===== config.mk =====
export PLATFORM = sky130hd
export DESIGN_NAME = serial_adder
export DESIGN_NICKNAME = d
export VERILOG_FILES = /design/src/rtl/serial_pkg.sv /design/src/rtl/fa.sv /design/src/rtl/serial_adder.sv
export SDC_FILE = /design/constraint.sdc
export NUM_CORES = 1
export LEC_CHECK = 0
export BUFFER_PORTS_ARGS = -buffer_cell sky130_fd_sc_hd__buf_2
export CELL_PAD_IN_SITES_DETAIL_PLACEMENT = 0
export CELL_PAD_IN_SITES_GLOBAL_PLACEMENT = 2
export CORE_MARGIN = 5
export CORE_UTILIZATION = 36
export DETAILED_ROUTE_END_ITERATION = 10
export PLACE_DENSITY_LB_ADDON = 0.1
export SETUP_SLACK_MARGIN = 0.5
export SYNTH_ARGS = -nofsm -noshare
export SYNTH_HDL_FRONTEND = slang
export SYNTH_SLANG_ARGS = --single-unit

===== constraint.sdc =====
create_clock -name clk_in -period 3.4 [get_ports clk_in]
set_clock_uncertainty 0.15 [all_clocks]
set_input_delay 0.34 -clock clk_in [delete_from_list [all_inputs] [get_ports clk_in]]
set_output_delay 0.34 -clock clk_in [all_outputs]
set_load 0.03 [all_outputs]

===== src/rtl/serial_pkg.sv =====
// Shared definitions for the bit-serial adder: FSM state encoding and the
// sizing rule for its bit counter.
package serial_pkg;

    typedef enum logic [1:0] {
        IDLE  = 2'd0,
        SHIFT = 2'd1,
        DONE  = 2'd2
    } state_e;

    // Enough bits to count 0..width-1, never narrower than one bit.
    function automatic int cnt_width(input int width);
        return (width > 2) ? $clog2(width) : 1;
    endfunction

endpackage


===== src/rtl/fa.sv =====
// Combinational one-bit full adder; the arithmetic slice of the serial adder.
module fa (
    input  logic a_in,
    input  logic b_in,
    input  logic c_in,
    output logic s_out,
    output logic c_out
);

    assign s_out = a_in ^ b_in ^ c_in;
    assign c_out = (a_in & b_in) | (a_in & c_in) | (b_in & c_in);

endmodule


===== src/rtl/serial_adder.sv =====
// Bit-serial LSB-first adder: {c_out, s_out} = a + b + c_in over WIDTH clocks
// through a single full-adder slice, with a start/busy/done handshake.
module serial_adder
    import serial_pkg::*;
#(
    parameter int WIDTH = 8
) (
    input  logic             clk_in,
    input  logic             rst_in,
    input  logic             start_in,
    input  logic [WIDTH-1:0] a_in,
    input  logic [WIDTH-1:0] b_in,
    input  logic             c_in,
    output logic             busy_out,
    output logic             done_out,
    output logic [WIDTH-1:0] s_out,
    output logic             c_out
);

    localparam int             CW       = cnt_width(WIDTH);
    localparam logic [CW-1:0]  LAST_CNT = CW'(WIDTH - 1);

    state_e           state_q, state_d;
    logic [WIDTH-1:0] a_q, a_d;
    logic [WIDTH-1:0] b_q, b_d;
    logic [WIDTH-1:0] acc_q, acc_d;
    logic [WIDTH-1:0] sum_q, sum_d;
    logic             carry_q, carry_d;
    logic             cout_q, cout_d;
    logic [CW-1:0]    cnt_q, cnt_d;
    logic             fa_s, fa_c;

    fa u_fa (
        .a_in  (a_q[0]),
        .b_in  (b_q[0]),
        .c_in  (carry_q),
        .s_out (fa_s),
        .c_out (fa_c)
    );

    always_comb begin
        // NOTE: every next-state signal gets a hold default first so no path
        // through the case statement can infer a latch.
        state_d = state_q;
        a_d     = a_q;
        b_d     = b_q;
        acc_d   = acc_q;
        sum_d   = sum_q;
        carry_d = carry_q;
        cout_d  = cout_q;
        cnt_d   = cnt_q;

        case (state_q)
            IDLE: begin
                if (start_in) begin
                    a_d     = a_in;
                    b_d     = b_in;
                    carry_d = c_in;
                    acc_d   = '0;
                    cnt_d   = '0;
                    state_d = SHIFT;
                end
            end
            SHIFT: begin
                // Sum bits enter at the MSB so after WIDTH shifts bit 0 sits at the LSB.
                acc_d   = {fa_s, acc_q[WIDTH-1:1]};
                a_d     = a_q >> 1;
                b_d     = b_q >> 1;
                carry_d = fa_c;
                cnt_d   = cnt_q + CW'(1);
                if (cnt_q == LAST_CNT) begin
                    sum_d   = {fa_s, acc_q[WIDTH-1:1]};
                    cout_d  = fa_c;
                    cnt_d   = cnt_q;
                    state_d = DONE;
                end
            end
            DONE: begin
                state_d = IDLE;
            end
            default: begin
                state_d = IDLE;
            end
        endcase
    end

    // NOTE: the whole datapath, not just the FSM, is cleared on reset so a
    // start after reset behaves exactly like one after power-up.
    always_ff @(posedge clk_in) begin
        if (rst_in) begin
            state_q <= IDLE;
            a_q     <= '0;
            b_q     <= '0;
            acc_q   <= '0;
            sum_q   <= '0;
            carry_q <= 1'b0;
            cout_q  <= 1'b0;
            cnt_q   <= '0;
        end else begin
            // NOTE: non-blocking assignments so every register samples the
            // pre-edge values computed above, independent of statement order.
            state_q <= state_d;
            a_q     <= a_d;
            b_q     <= b_d;
            acc_q   <= acc_d;
            sum_q   <= sum_d;
            carry_q <= carry_d;
            cout_q  <= cout_d;
            cnt_q   <= cnt_d;
        end
    end

    assign busy_out = (state_q == SHIFT);
    assign done_out = (state_q == DONE);
    assign s_out    = sum_q;
    assign c_out    = cout_q;

endmodule


==> flow_metrics.env <==
export IMPL_synth_largest_type_area_fraction=0.461
export IMPL_fp_dieArea_sq_mm=0.00603
export IMPL_top_signal_layer_used="met4"
export IMPL_layout_cell_area_non_filler_sq_mm=0.00188
export IMPL_num_vias=1261
export IMPL_cts_setup_buffers=0
export IMPL_cts_sinks=38
export IMPL_via_count_of_the_first_global_routing_pass=1218
export IMPL_routedLengthMet1_mm=1.37
export IMPL_min_path_cells=3
export IMPL_nets=214
export IMPL_post_synth_xor_area_fraction=0
export IMPL_detail_route_antenna_nets=0
export IMPL_path_max_fanout=17
export IMPL_r2r_worst_path_cells=5
export IMPL_num_antenna_cells=0
export IMPL_fin_ws_ps=1480
export IMPL_dr_wl_met2_mm=1.70
export IMPL_dominant_cells_by_area_after_synthesis="sky130_fd_sc_hd__dfxtp_1, sky130_fd_sc_hd__a211oi_2, sky130_fd_sc_hd__mux2i_1"
export IMPL_antenna_found_initial=0
export IMPL_fmax_mhz=521
export IMPL_synth_ff_latch_count=38
export IMPL_maxSlewViolCount=0
export IMPL_synth_main_ff_cell="sky130_fd_sc_hd__dfxtp_1"
export IMPL_post_route_period_util=0.564
export IMPL_power_density_mw_per_mm2=480
export IMPL_rsz0062_at_grt="no"
export IMPL_tightest_slew_ps=864
export IMPL_synth_seq_area_share=0.461
export IMPL_critical_path_cell_by_cell="nor2b_1, buf_4, buf_2"
export IMPL_hold_buffers=0
export IMPL_fp_dieW_um=77.7
export IMPL_placeableCoreArea_sq_mm=0.00441
export IMPL_static_leakage_power_nw=0.743
export IMPL_h_tree_depth=2
export IMPL_wl_per_cell_um=13.7
export IMPL_synthDistinctLibCells=25
export IMPL_wirelength_mm=3.31
export IMPL_final_layout_size_suffix_gt1_frac=0.289
export IMPL_largest_family_of_logic_cells_by_synthesized_area="compound AO/OA/AOI/OAI gates"
export IMPL_clk_insertion_delay_late_ps=290
export IMPL_finalNonFillerCells=242
export IMPL_detailedRoute_firstIterationViolations=59
export IMPL_start_kind="register"
export IMPL_slew_limit_headroom=0.424
export IMPL_syn_instance_count=165
export IMPL_cts_buffers_inserted=5
export IMPL_ir_worst_vdd_mv=0.178
export IMPL_vias_per_cell=5.21
export IMPL_clockBufferDepth=2
export IMPL_crit_required_ps=2910
export IMPL_wl_met3_um=175
export IMPL_post_synth_fa_ha_maj_area_fraction=0.0273
export IMPL_dp_worst_setup_slack_ps=1540
export IMPL_layout_area_overhead_vs_synth_pct=13.8
export IMPL_grt_max_degree=40
export IMPL_cp_end_kind="output port"
export IMPL_grt_remaining_overflow=0
export IMPL_run_status="completed"
export IMPL_post_synthesis_compound_gate_area_fraction=0.210
export IMPL_hold_viol=0
export IMPL_critical_path_max_stage_delay_ps=530
export IMPL_firstDrtPassIters=4
export IMPL_grt_pass1_wl_mm=5.60
export IMPL_fin_hold_ws_ps=162
export IMPL_worst_hold_path_type="input port to register"
export IMPL_hpwl_mm=2.28
export IMPL_finalSetupViolCount=0
export IMPL_die_height_um=77.7
export IMPL_ctsRootBufferMaster="sky130_fd_sc_hd__clkbuf_8"
export IMPL_cpMaxStageDelayCell="sky130_fd_sc_hd__dfxtp_1"
export IMPL_totalNegativeSetupSlack_ps=0
export IMPL_timing_setup_critical_path_class="register to output port"
export IMPL_initial_core_util=0.374
export IMPL_synth_async_reset_ratio=0
export IMPL_netlist_area_sq_mm=0.00165
export IMPL_io_pins=31
export IMPL_placed_area_sq_mm=0.00179
export IMPL_portBuffers=30
export IMPL_worst_ep_arrival_time_ps=1430
export IMPL_syn_avg_cell_area_sq_um=9.99
export IMPL_post_cts_resize_count=0
export IMPL_netlist_top_cell_by_area="sky130_fd_sc_hd__dfxtp_1"
export IMPL_synthMuxAreaShare=0.0910
export IMPL_place_gp_congestion=0.680
export IMPL_cts_clk_slew_worst_paths_ps=70
export IMPL_cts_tree="built"
export IMPL_route_detailed_drc=0
export IMPL_number_of_enable_type_register_cells_in_the_synthesized_netlist=0
export IMPL_synth_yosys_warnings=0
export IMPL_n_fill_cell=436
export IMPL_fin_crit_ps=1920
export IMPL_yosys_area_share_simple=0.156
export IMPL_placed_cells_incl_taps=236
export IMPL_std_cell_rows=24
export IMPL_global_route_usage_total=0.115
export IMPL_cap_violations=0
export IMPL_syn_nets=188
==> worst max-delay path: cells and delay by family, from the launching register on <==
kind,cells,cell delay (ps)
flip-flops,1,530
buffers and inverters,2,450
AND/OR/NAND/NOR,1,180
==> power breakdown <==
| part | internal, mW | total (mW) | leakage (nW) | switching [mW] |
|---|---|---|---|---|
| sequential | 0.467 | 0.482 | 0.311 | 0.0149 |
| combinational | 0.0504 | 0.115 | 0.389 | 0.0642 |
| clock | 0.156 | 0.304 | 0.0431 | 0.147 |
| total | 0.674 | 0.900 | 0.743 | 0.226 |
==> synthesized netlist by cell type, drive strengths merged (2+ instances only) <==
library cell,instances
buf,11
o21ai,2
dfxtp,38
nor2,25
nand2b,4
ha,2
mux2i,15
a211oi,15
nand2,12
a22oi,9
clkbuf,2
nand3,9
a21oi,10
nor2b,3
==> cells by family (layout without fill, tap and decap cells) <==
kind of cell,Yosys count,in the layout
adders and majority gates,3,3
AOI/OAI and AO/OA,39,39
buffers and inverters,14,39
muxes,15,15
DFF,38,38
and+or+nand+nor,56,56
==> through the flow <==
step	total power [mW]	util
final	0.900	0.425
after global routing	0.939	0.425
after CTS	0.912	0.425
after detailed placement	0.608	0.406
after global placement	0.603	0.406
after floorplan	0.585	-
==> routing by layer <==
metal  global-route usage  up-vias
met1                0.123      589
met3               0.0336        7
li1                     -      628
met2                0.205       37
met5                    0        -
met4               0.0515        0
==> path summary, 6_finish.rpt <==
check,start,to,slack (ps)
setup reg to reg,cnt_q[0],s_out[5],1560
setup / recovery,state_q[0],busy_out,1480
hold / removal,a_in[7],a_q[7],160
hold reg to reg,s_out[6],s_out[6],310
==> state kept, by name (all words and copies together), names as in the netlist <==
signal   flops
a_q          8
b_q          8
acc_q        7
s_out        8
cnt_q        3
state_q      2
c_out        1
carry_q      1
==> area by class of cell <==
| class | instances | area (sq um) | share of cell area |
|---|---|---|---|
| Sequential cell | 38 | 761 | 0.405 |
| Clock buffer | 6 | 82.6 | 0.0440 |
| Inverter | 1 | 3.75 | 0.00200 |
| Timing Repair Buffer | 32 | 165 | 0.0880 |
| Multi-Input combinational cell | 113 | 800 | 0.426 |
| Tap cell | 52 | 65.1 | 0.0347 |
==> cells in the final DEF, fill, tap and decap left out <==
cell                       netlist  layout
sky130_fd_sc_hd__mux2i_1        15      15
sky130_fd_sc_hd__fa_1            1       1
sky130_fd_sc_hd__nor2b_1         3       3
sky130_fd_sc_hd__nand3_1         9       9
sky130_fd_sc_hd__nand3b_1        1       1
sky130_fd_sc_hd__dfxtp_1        38      38
sky130_fd_sc_hd__nand2_1        12      12
sky130_fd_sc_hd__buf_4           4       2
sky130_fd_sc_hd__a22oi_1         9       9
sky130_fd_sc_hd__inv_1           1       1
sky130_fd_sc_hd__nand2b_1        4       4
sky130_fd_sc_hd__nor4b_2         1       1
sky130_fd_sc_hd__a211oi_1        1       1
sky130_fd_sc_hd__o21bai_4        1       1
sky130_fd_sc_hd__a211oi_2       14      14
sky130_fd_sc_hd__nor3b_1         1       1
sky130_fd_sc_hd__a21oi_1        10      10
sky130_fd_sc_hd__buf_2           5      30
sky130_fd_sc_hd__ha_1            2       2
sky130_fd_sc_hd__o31ai_1         1       1
sky130_fd_sc_hd__o21ba_2         1       1
sky130_fd_sc_hd__o21ai_0         2       2
sky130_fd_sc_hd__clkbuf_8        0       6
sky130_fd_sc_hd__nor2_1         25      25
Note: power is estimated with default switching activity, not from simulation.
